===== src/rtl/riscv_pkg.sv =====
// Shared types and widths for the writeback stage.
// Holds the writeback FSM states, the load size encoding and the default register widths.
package riscv_pkg;

   localparam int REGISTER_WIDTH   = 64;
   localparam int REGISTERNO_WIDTH = 5;

   typedef enum logic [1:0] {
      IDLE      = 2'd0,
      WAIT_LOAD = 2'd1,
      SYSCALL   = 2'd2
   } wb_state_t;

   typedef enum logic [1:0] {
      LS_B = 2'd0,
      LS_H = 2'd1,
      LS_W = 2'd2,
      LS_D = 2'd3
   } load_size_t;

   // Number of meaningful bits in a loaded field of the given size.
   function automatic int unsigned load_size_bits(input load_size_t size);
      case (size)
         LS_B:    load_size_bits = 32'd8;
         LS_H:    load_size_bits = 32'd16;
         LS_W:    load_size_bits = 32'd32;
         LS_D:    load_size_bits = 32'd64;
         default: load_size_bits = 32'd64;
      endcase
   endfunction

endpackage


===== src/rtl/writeback_unit_load_extend.sv =====
// load_extend: pulls a byte/half/word/dword field out of a 64-bit memory word and
// sign- or zero-extends it. Purely combinational so a forwarding path can reuse it.
module load_extend
   import riscv_pkg::*;
(
   input  logic [REGISTER_WIDTH-1:0] data,
   input  logic [2:0]                offset,
   input  load_size_t                size,
   input  logic                      is_unsigned,
   output logic [REGISTER_WIDTH-1:0] value
);

   logic [REGISTER_WIDTH-1:0] shifted_s;
   logic                      sign_s;

   // Offset is in bytes; bytes shifted in from above bit 63 read as zero.
   assign shifted_s = data >> {offset, 3'b000};

   // Select field width and replicate the field MSB unless the load is unsigned.
   always_comb begin
      sign_s = 1'b0;
      value  = shifted_s;
      case (size)
         LS_B: begin
            sign_s = shifted_s[7] & ~is_unsigned;
            value  = {{(REGISTER_WIDTH-8){sign_s}}, shifted_s[7:0]};
         end
         LS_H: begin
            sign_s = shifted_s[15] & ~is_unsigned;
            value  = {{(REGISTER_WIDTH-16){sign_s}}, shifted_s[15:0]};
         end
         LS_W: begin
            sign_s = shifted_s[31] & ~is_unsigned;
            value  = {{(REGISTER_WIDTH-32){sign_s}}, shifted_s[31:0]};
         end
         LS_D: begin
            sign_s = 1'b0;
            value  = shifted_s;
         end
         default: begin
            sign_s = 1'b0;
            value  = shifted_s;
         end
      endcase
   end

endmodule


===== src/rtl/writeback_unit.sv =====
// writeback_unit: final pipeline stage -- retires ALU results and loads, and runs the ecall flush.
// Define WRITEBACK_DEBUG_EN to trace every register write and flush entry/exit.
module writeback_unit
   import riscv_pkg::*;
#(
   parameter int REGISTER_WIDTH   = riscv_pkg::REGISTER_WIDTH,
   parameter int REGISTERNO_WIDTH = riscv_pkg::REGISTERNO_WIDTH,
   parameter int ADDRESS_WIDTH    = 64
) (
   input  logic                        clk,
   input  logic                        reset,
   input  logic                        in_valid,
   input  logic [ADDRESS_WIDTH-1:0]    in_pcplus1,
   input  logic [REGISTERNO_WIDTH-1:0] in_rd_regno,
   input  logic [REGISTER_WIDTH-1:0]   in_alu_result,
   input  logic                        in_is_load,
   input  logic [1:0]                  in_load_size,
   input  logic                        in_load_unsigned,
   input  logic [2:0]                  in_load_offset,
   input  logic                        in_is_ecall,
   input  logic                        in_mem_resp_valid,
   input  logic [REGISTER_WIDTH-1:0]   in_mem_resp_data,
   input  logic                        in_syscall_done,
   output logic                        out_ready,
   output logic [REGISTER_WIDTH-1:0]   out_wb_rd_value,
   output logic [REGISTERNO_WIDTH-1:0] out_wb_rd_regno,
   output logic                        out_wb_enable,
   output logic                        out_syscall_flush
);

   wb_state_t                   state_q, state_d;
   logic [REGISTER_WIDTH-1:0]   wb_value_q, wb_value_d;
   logic [REGISTERNO_WIDTH-1:0] wb_regno_q, wb_regno_d;
   logic                        wb_enable_q, wb_enable_d;
   logic                        flush_q, flush_d;
   logic [REGISTERNO_WIDTH-1:0] ld_regno_q, ld_regno_d;
   load_size_t                  ld_size_q, ld_size_d;
   logic                        ld_unsigned_q, ld_unsigned_d;
   logic [2:0]                  ld_offset_q, ld_offset_d;
   logic [ADDRESS_WIDTH-1:0]    pc_q, pc_d;

   logic                        accept_s;
   load_size_t                  ext_size_s;
   logic                        ext_unsigned_s;
   logic [2:0]                  ext_offset_s;
   logic [REGISTER_WIDTH-1:0]   ext_value_s;

   assign out_ready = (state_q == IDLE);
   assign accept_s  = in_valid & out_ready;

   // In IDLE the extender sees the incoming load so a same-cycle response retires at once.
   always_comb begin
      ext_size_s     = ld_size_q;
      ext_unsigned_s = ld_unsigned_q;
      ext_offset_s   = ld_offset_q;
      if (state_q == IDLE) begin
         ext_size_s     = load_size_t'(in_load_size);
         ext_unsigned_s = in_load_unsigned;
         ext_offset_s   = in_load_offset;
      end else begin
         ext_size_s     = ld_size_q;
         ext_unsigned_s = ld_unsigned_q;
         ext_offset_s   = ld_offset_q;
      end
   end

   load_extend u_load_extend (
      .data        (in_mem_resp_data),
      .offset      (ext_offset_s),
      .size        (ext_size_s),
      .is_unsigned (ext_unsigned_s),
      .value       (ext_value_s)
   );

   // Next-state and next-output logic for the writeback FSM.
   always_comb begin
      state_d       = state_q;
      wb_value_d    = wb_value_q;
      wb_regno_d    = wb_regno_q;
      wb_enable_d   = 1'b0;
      flush_d       = flush_q;
      ld_regno_d    = ld_regno_q;
      ld_size_d     = ld_size_q;
      ld_unsigned_d = ld_unsigned_q;
      ld_offset_d   = ld_offset_q;
      pc_d          = pc_q;
      case (state_q)
         IDLE: begin
            flush_d = 1'b0;
            if (accept_s) begin
               pc_d = in_pcplus1;
               if (in_is_ecall) begin
                  flush_d = 1'b1;
                  state_d = SYSCALL;
               end else if (in_is_load) begin
                  ld_regno_d    = in_rd_regno;
                  ld_size_d     = load_size_t'(in_load_size);
                  ld_unsigned_d = in_load_unsigned;
                  ld_offset_d   = in_load_offset;
                  if (in_mem_resp_valid) begin
                     wb_value_d  = ext_value_s;
                     wb_regno_d  = in_rd_regno;
                     wb_enable_d = (in_rd_regno != {REGISTERNO_WIDTH{1'b0}});
                     state_d     = IDLE;
                  end else begin
                     state_d = WAIT_LOAD;
                  end
               end else begin
                  wb_value_d  = in_alu_result;
                  wb_regno_d  = in_rd_regno;
                  wb_enable_d = (in_rd_regno != {REGISTERNO_WIDTH{1'b0}});
                  state_d     = IDLE;
               end
            end else begin
               state_d = IDLE;
            end
         end
         WAIT_LOAD: begin
            flush_d = 1'b0;
            if (in_mem_resp_valid) begin
               wb_value_d  = ext_value_s;
               wb_regno_d  = ld_regno_q;
               wb_enable_d = (ld_regno_q != {REGISTERNO_WIDTH{1'b0}});
               state_d     = IDLE;
            end else begin
               state_d = WAIT_LOAD;
            end
         end
         SYSCALL: begin
            if (in_syscall_done) begin
               flush_d = 1'b0;
               state_d = IDLE;
            end else begin
               flush_d = 1'b1;
               state_d = SYSCALL;
            end
         end
         default: begin
            flush_d = 1'b0;
            state_d = IDLE;
         end
      endcase
   end

   // State and output registers; reset drops any pending load or syscall.
   always_ff @(posedge clk) begin
      if (reset) begin
         state_q       <= IDLE;
         wb_value_q    <= {REGISTER_WIDTH{1'b0}};
         wb_regno_q    <= {REGISTERNO_WIDTH{1'b0}};
         wb_enable_q   <= 1'b0;
         flush_q       <= 1'b0;
         ld_regno_q    <= {REGISTERNO_WIDTH{1'b0}};
         ld_size_q     <= LS_B;
         ld_unsigned_q <= 1'b0;
         ld_offset_q   <= 3'd0;
         pc_q          <= {ADDRESS_WIDTH{1'b0}};
      end else begin
         state_q       <= state_d;
         wb_value_q    <= wb_value_d;
         wb_regno_q    <= wb_regno_d;
         wb_enable_q   <= wb_enable_d;
         flush_q       <= flush_d;
         ld_regno_q    <= ld_regno_d;
         ld_size_q     <= ld_size_d;
         ld_unsigned_q <= ld_unsigned_d;
         ld_offset_q   <= ld_offset_d;
         pc_q          <= pc_d;
      end
   end

   assign out_wb_rd_value   = wb_value_q;
   assign out_wb_rd_regno   = wb_regno_q;
   assign out_wb_enable     = wb_enable_q;
   assign out_syscall_flush = flush_q;

`ifdef WRITEBACK_DEBUG_EN
   // Trace register writes and flush transitions.
   always_ff @(posedge clk) begin
      if (!reset) begin
         if (wb_enable_q) begin
            $display("[wb] pc=%h x%0d <= %h", pc_q, wb_regno_q, wb_value_q);
         end else begin
         end
         if ((state_q == IDLE) && (state_d == SYSCALL)) begin
            $display("[wb] syscall flush enter pc=%h", in_pcplus1);
         end else if ((state_q == SYSCALL) && (state_d == IDLE)) begin
            $display("[wb] syscall flush exit");
         end else begin
         end
      end else begin
      end
   end
`else
   logic unused_pc_s;
   assign unused_pc_s = ^pc_q;
`endif

endmodule


===== config.mk =====
export PLATFORM = sky130hd
export DESIGN_NAME = writeback_unit
export DESIGN_NICKNAME = d
export VERILOG_FILES = /design/src/rtl/riscv_pkg.sv /design/src/rtl/writeback_unit_load_extend.sv /design/src/rtl/writeback_unit.sv
export SDC_FILE = /design/constraint.sdc
export NUM_CORES = 1
export LEC_CHECK = 0
export BUFFER_PORTS_ARGS = -buffer_cell sky130_fd_sc_hd__buf_4
export CORE_MARGIN = 10
export CORE_UTILIZATION = 50
export DETAILED_ROUTE_END_ITERATION = 6
export PLACE_DENSITY_LB_ADDON = 0.12
export SLEW_MARGIN = 25
export SYNTH_ARGS = -nofsm -noshare
export SYNTH_HDL_FRONTEND = slang
export SYNTH_SLANG_ARGS = --single-unit

===== constraint.sdc =====
create_clock -name clk -period 4.5 [get_ports clk]
set_input_delay 0 -clock clk [delete_from_list [all_inputs] [get_ports clk]]
set_output_delay 0 -clock clk [all_outputs]
set_load 0.1 [all_outputs]

Yosys cells after proc, flatten, opt, wreduce, memory -nomap -nowiden
Index checks and enable logic that the tools add are counted.
- register bits: 84
- bits of input ports: 210
- output and inout port bits: 72
- logic and storage cells: 64
- equal/unequal tests: 9
- shift operators: 1
- mux-type cells: 31
- bitwise operators: 6
- reduce and logical (&&, ||, !) cells: 8
- operators by type and width (cell ; number):
    $mux W64 ; 4
    $pmux W64 S4 ; 1
    $pmux W64 S2 ; 1
    $shr A64 B6 Y64 ; 1
    $mux W5 ; 5
    $mux W1 ; 10
    $mux W2 ; 5
    $pmux W5 S2 ; 1
    $reduce_bool A5 Y1 ; 2
    $eq A2 B2 Y1 const B ; 3
    $pmux W2 S3 ; 1
    $reduce_and A5 Y1 ; 1
    $and A1 B1 Y1 ; 4
    $eq A2 B1 Y1 const B ; 2
    $logic_not A2 Y1 ; 2
    $ne A2 B2 Y1 const B ; 2
    $pmux W1 S2 ; 2
    $reduce_and A4 Y1 ; 1
    $mux W3 ; 1
    $ne A3 B3 Y1 const B ; 1
    $reduce_and A3 Y1 ; 1
    $ne A2 B1 Y1 const B ; 1
    $not A1 Y1 ; 2
    $reduce_bool A2 Y1 ; 1

Logic depth before layout (Yosys ltp)
- depth in word-level cells: 10
- depth in mapped cells: 12
- mapped depth without buffers: 8

Hierarchy
From an unflattened synthesis, not the netlist that was laid out.
- cell total of the unflattened synthesis: 633
- area, all modules: 6508.7 µm²
- modules (own cells, without submodules) (module ; instances ; cells an instance ; area an instance (µm²) ; seq. area each (µm²)):
    writeback_unit ; 1 ; 375 ; 4154.0 ; 1681.6
    load_extend ; 1 ; 258 ; 2354.8 ; 0.0

Worst setup path before layout
Ideal clock, no wire load.
- kind: register to register
- start point: register state_q[0]
- end point: register wb_value_q[4], in the netlist out_wb_rd_value[4]
- library setup time: 0.128 ns
- arrival time: 2.505 ns
- data required time: 4.372 ns
- path slack: 1.867 ns
- cell stages (with the launch flop): 12
- path buffers: 3
- clock period less this slack: 2.633 ns
- cells stage by stage: dfxtp_1 or2_1 buf_2 inv_4 mux2i_1 buf_2 buf_2 mux2i_1 mux2i_1 mux2_2 a222oi_1 nor2_1
- longest elaborated chain between the ends: 9
- elaborated cells between the ends (all ways): 15
- classes of those cells: eq/ne (3); shift (1); mux (7); bitwise (1); reduce/logical (3)
- RTL lines (element ; RTL line ; text):
    start, declared ; writeback_unit.sv:31 ; wb_state_t state_q, state_d;
    start signal, assigned ; writeback_unit.sv:159 ; state_q <= state_d;
    $logic_not A2 Y1 (*) ; writeback_unit.sv:48 ; assign out_ready = (state_q == IDLE);
    named net out_ready ; writeback_unit.sv:24 ; output logic out_ready,
    $mux W3 ; writeback_unit.sv:56 ; if (state_q == IDLE) begin
    $shr A64 B6 Y64 ; writeback_unit_load_extend.sv:17 ; assign shifted_s = data >> {offset, 3'b000};
    $pmux W64 S4 ; writeback_unit_load_extend.sv:23 ; case (size)
    $mux W64 ; writeback_unit.sv:100, writeback_unit.sv:120 ;
    $mux W64 ; writeback_unit.sv:95 ; end else if (in_is_load) begin
    $mux W64 ; writeback_unit.sv:92 ; if (in_is_ecall) begin
    $mux W64 ; writeback_unit.sv:90 ; if (accept_s) begin
    $pmux W64 S2 ; writeback_unit.sv:87 ; case (state_q)
    end signal, assigned ; writeback_unit.sv:149 ; wb_value_q <= {REGISTER_WIDTH{1'b0}};
    end signal, assigned ; writeback_unit.sv:160 ; wb_value_q <= wb_value_d;
    end, declared ; writeback_unit.sv:32 ; logic [REGISTER_WIDTH-1:0] wb_value_q, wb_value_d;
Mark *: on every way through the listed nets, which the timed path passes. The rest lies on a longest branch. The select of a mux whose other input is x is not followed.
A chain may end at the register's enable or synchronous reset.

Final worst setup path
- start point: register state_q[0]
- end point: register wb_value_q[27], in the netlist out_wb_rd_value[27]
- longest elaborated chain between the ends: 10
- elaborated cells between the ends (all ways): 24
- classes of those cells: eq/ne (6); shift (1); mux (9); bitwise (4); reduce/logical (4)
- RTL lines (element ; RTL line):
    $logic_not A2 Y1 ; writeback_unit.sv:48, writeback_unit.sv:56, writeback_unit.sv:87
    $mux W3 / $mux W1 (equally long branches) ; writeback_unit.sv:56
    $shr A64 B6 Y64 / $not A1 Y1 (equally long branches) ; writeback_unit_load_extend.sv:17, writeback_unit_load_extend.sv:25, writeback_unit_load_extend.sv:29
    $and A1 B1 Y1, on equally long branches ; writeback_unit_load_extend.sv:29, writeback_unit_load_extend.sv:25
    $pmux W64 S4 ; writeback_unit_load_extend.sv:23
    $mux W64 ; writeback_unit.sv:100, writeback_unit.sv:120
    $mux W64 ; writeback_unit.sv:95
    $mux W64 ; writeback_unit.sv:92
    $mux W64 ; writeback_unit.sv:90
    $pmux W64 S2 ; writeback_unit.sv:87
Several ways; a longest one is shown, not always the timed one. The select of a mux whose other input is x is not followed.

==> run_results.csv <==
group,metric,value,unit
routing,drc_errors,0,
critical_path,crit_chain,"or2_1, inv_4, mux2_2, a31oi_1, a32oi_1, nor3_2, nor2_1, a211oi_1",
global_route,grt_pass1_vias,6784,
synthesis,synth_top_family_by_area,"compound AO/OA/AOI/OAI gates",
sta,worst_pin_slew,0.920,ns
routing,ant_nets,0,
synthesis,synth.distinct_cells,53,
routing,routed_via_density,6.34,
critical_path,path_max_fanout,21,
critical_path,rr_startpoint,"state_q[0]",
clock_network,cts_setup_buffers,0,
clock_network,cts-root-buf,"clkbuf_16",
sta,slew_violations,0,
finish,fillers,850,
critical_path,crit_family,"simple AND/OR/NAND/NOR gates",
critical_path,slowest_delay,0.81,ns
routing,routed_wl,23.9,mm
synthesis,syn-num-nets,920,
critical_path,worst-path-stages,8,
sta,fmax,292,MHz
sta,fin_skew,0.00461,ns
finish,seqCellArea,1680,um2
routing,wl_per_cell,22.0,um
floorplan,initial_core_util,0.516,
floorplan,die-area,15900,um2
synthesis,ys_ff_latch,84,
finish,postLayoutCoreUtil,0.746,
clock_network,cts_tree,"built",
synthesis,synth_common_cells,"nand2_1, dfxtp_1, mux2i_1",
critical_path,regToRegSetupSlack,1.08,ns
sta,fin_crit_sh,0.760,
synthesis,ys_warn_count,0,
routing,dr.pass1.iters,7,
global_route,grt_first_pass_wirelength,36.7,mm
power_and_ir_drop,p_leak,3.60,nW
min_path,min_path_cells,3,
synthesis,synth_area,5640,um2
synthesis,muxShareOfSynthArea,0.177,
floorplan,rows,38,
min_path,min-delay-start,"in_alu_result[49]",
clock_network,cts_buffers,9,
sta,finalCriticalPeriod,3.42,ns
routing,drt-initial-drc-count,750,
synthesis,synth-compound-area-share,0.298,
synthesis,synthTopCellsByArea,"dfxtp_1, mux2i_1, a211oi_1, nand2_1, o22ai_1",
synthesis,ys_seq_area_frac,0.298,
finish,multi_input_area,3710,um2
sta,timing.hold.ws,-0.00278,ns
routing,num_vias,6896,
clock_network,cts.sinks,84,
sta,slew_headroom,0.383,
clock_network,clk_path_buf_depth,2,
synthesis,synth_xor_area_frac,0,
critical_path,arrival,3.68,ns
synthesis,synthArstFlopShare,0,
sta,finalSetupViolCount,0,
flow_run,drv_cap,0,
run_status,status,"complete, but fails checks",
finish,area_growth,44.6,%
global_route,grt_start_max_net_pins,73,
clock_network,post_cts_resized,0,
sta,rsz0062_at_grt,"false",
floorplan,io_pins,282,
synthesis,yosysMostFrequentCell,"nand2_1",
synthesis,synth_top_cell_area_share,0.298,
run_status,failed_checks,"hold timing",
synthesis,synth_edf_count,0,
min_path,holdPathEnd,"out_wb_rd_value[49]",
floorplan,die_y,126,um
critical_path,critical_path_class,"register to register",
critical_path,required,4.75,ns
global_route,overflow,0,
critical_path,crit_slowest_cell,"nor3_2",
clock_network,insertion_delay,0.36,ns
critical_path,critical_path_buf_inv_count,1,
min_path,hold_path_class,"primary input to register",
power_and_ir_drop,power.density,332,nW/um2
critical_path,reg2reg_depth,8,
synthesis,synthFlopType,"dfxtp_1",
floorplan,core,10900,um2
synthesis,yosys.area.top_type,"dfxtp_1",
synthesis,yosys.area_share.simple,0.176,
synthesis,synthesis.area_per_instance,7.95,um2
sta,finalHoldViolations,1,
placed_design,gp_congestion,0.931,
critical_path,rr_endpoint,"out_wb_rd_value[27]",
synthesis,synth_fa_ha_area_frac,0,
placed_design,dp_hpwl,17.4,mm
sta,setup_tns,0,ns
clock_network,htree_levels,3,
clock_network,clkSlewWorstSetupHoldPaths,0.07,ns
global_route,grt_usage,0.280,
finish,nets,1151,
power_and_ir_drop,vdd_ir_drop_max,0.347,mV
synthesis,syn_inst,710,
floorplan,die_w,126,um
critical_path,start_kind,"register",
critical_path,end_kind,"register",
finish,drive_gt1_frac,0.296,
global_route,grt_antenna_before_repair,0,
placed_design,port_buffers,217,
-- metal layers --
metal | GRT usage | up-vias | wire length (um)
met2 | 0.452 | 404 | 11200
met5 | 0 | - | 0
met1 | 0.344 | 3266 | 9330
met3 | 0.0801 | 53 | 2620
li1 | - | 3173 | -
met4 | 0.109 | 0 | 725
-- flip-flops by register name, indices dropped and copies added, names as in the netlist --
name               count
ld_unsigned_q          1
out_wb_rd_value       64
ld_offset_q            3
state_q                2
out_wb_rd_regno        5
out_wb_enable          1
out_syscall_flush      1
ld_size_q              2
ld_regno_q             5
-- kinds of logic (layout without fill, tap and decap cells) --
group	Yosys count	in the layout
AO/OA/AOI/OAI	237	237
buffers and inverters	69	305
flip-flops	84	84
multiplexers	95	95
other	0	1
AND/OR/NAND/NOR	225	225
-- metrics by stage --
step | hold WS [ns] | total power [mW] | cells | instance area, um2 | worst slack [ns]
6_report | -0.00278 | 2.71 | 1087 | 8160 | 1.08
5_1_grt | 0.0178 | 2.80 | 1086 | 8160 | 0.763
4_1_cts | 0.00262 | 2.70 | 1086 | 8160 | 1.16
3_5_place_dp | 0.248 | 1.90 | 1015 | 7300 | 1.19
3_3_place_gp | 0.241 | 1.89 | 1015 | 7300 | 1.23
2_1_floorplan | 0.144 | 1.58 | 710 | 5640 | 1.87
-- cell type report --
class / count / area share
Clock inverter: 5 / 0.00736
Multi-Input combinational cell: 557 / 0.454
Clock buffer: 11 / 0.0297
Timing Repair Buffer: 284 / 0.278
Inverter: 5 / 0.00261
Tap cell: 140 / 0.0215
Antenna cell: 1 / 0.000307
Sequential cell: 84 / 0.206
-- repair_timing --
item | in CTS | in global routing
endpoints found under the setup margin | 0 | 0
hold buffers | 55 | 0
hold endpoints to repair | 55 | 0
-- worst register-to-register path, cell delays in order, from the launching register on --
cell,delay [ns]
dfxtp_1,0.41
or2_1,0.38
inv_4,0.17
mux2_2,0.55
a31oi_1,0.22
a32oi_1,0.12
nor3_2,0.81
nor2_1,0.32
a211oi_1,0.34
-- how the worst max path moves through the flow --
stage                          start             endpoint
final                     state_q[0]  out_wb_rd_value[27]
after floorplan           state_q[0]   out_wb_rd_value[4]
after CTS                 state_q[0]  out_wb_rd_value[29]
after global routing      state_q[0]  out_wb_rd_value[53]
after global placement    state_q[0]  out_wb_rd_value[29]
after detailed placement  state_q[0]  out_wb_rd_value[24]
-- cell usage in the layout (no fill, tap or decap), types with 2 or more instances in the layout --
cell type and n:
o22ai_1 47, o2bb2ai_1 8, o21ai_0 17, a2111oi_0 2, nor2_4 2, nor3_1 24, nand3_1 21, a222oi_1 7
o21a_1 5, mux2_2 18, a22oi_1 26, mux4_2 2, or3_1 10, nand4_1 2, nor3b_1 2, a21oi_1 31
a22o_1 4, mux2i_1 74, o31ai_1 2, o211ai_1 11, clkbuf_16 9, nand2_1 89, a32oi_1 6, dfxtp_1 84
a31o_2 4, a31oi_1 4, or3b_1 2, and2_1 4, a211oi_1 49, inv_1 4, or4_1 2, buf_4 229
o21bai_1 3, dlygate4sd3_1 55, and3_1 2, nor2_1 57, o21ai_1 3
-- power by group --
group	leakage (nW)	internal [mW]	switching (mW)	total [mW]
logic	2.77	0.366	0.737	1.10
registers	0.687	0.795	0.0403	0.836
clock network	0.146	0.447	0.323	0.770
(Power assumes the default switching activity.)
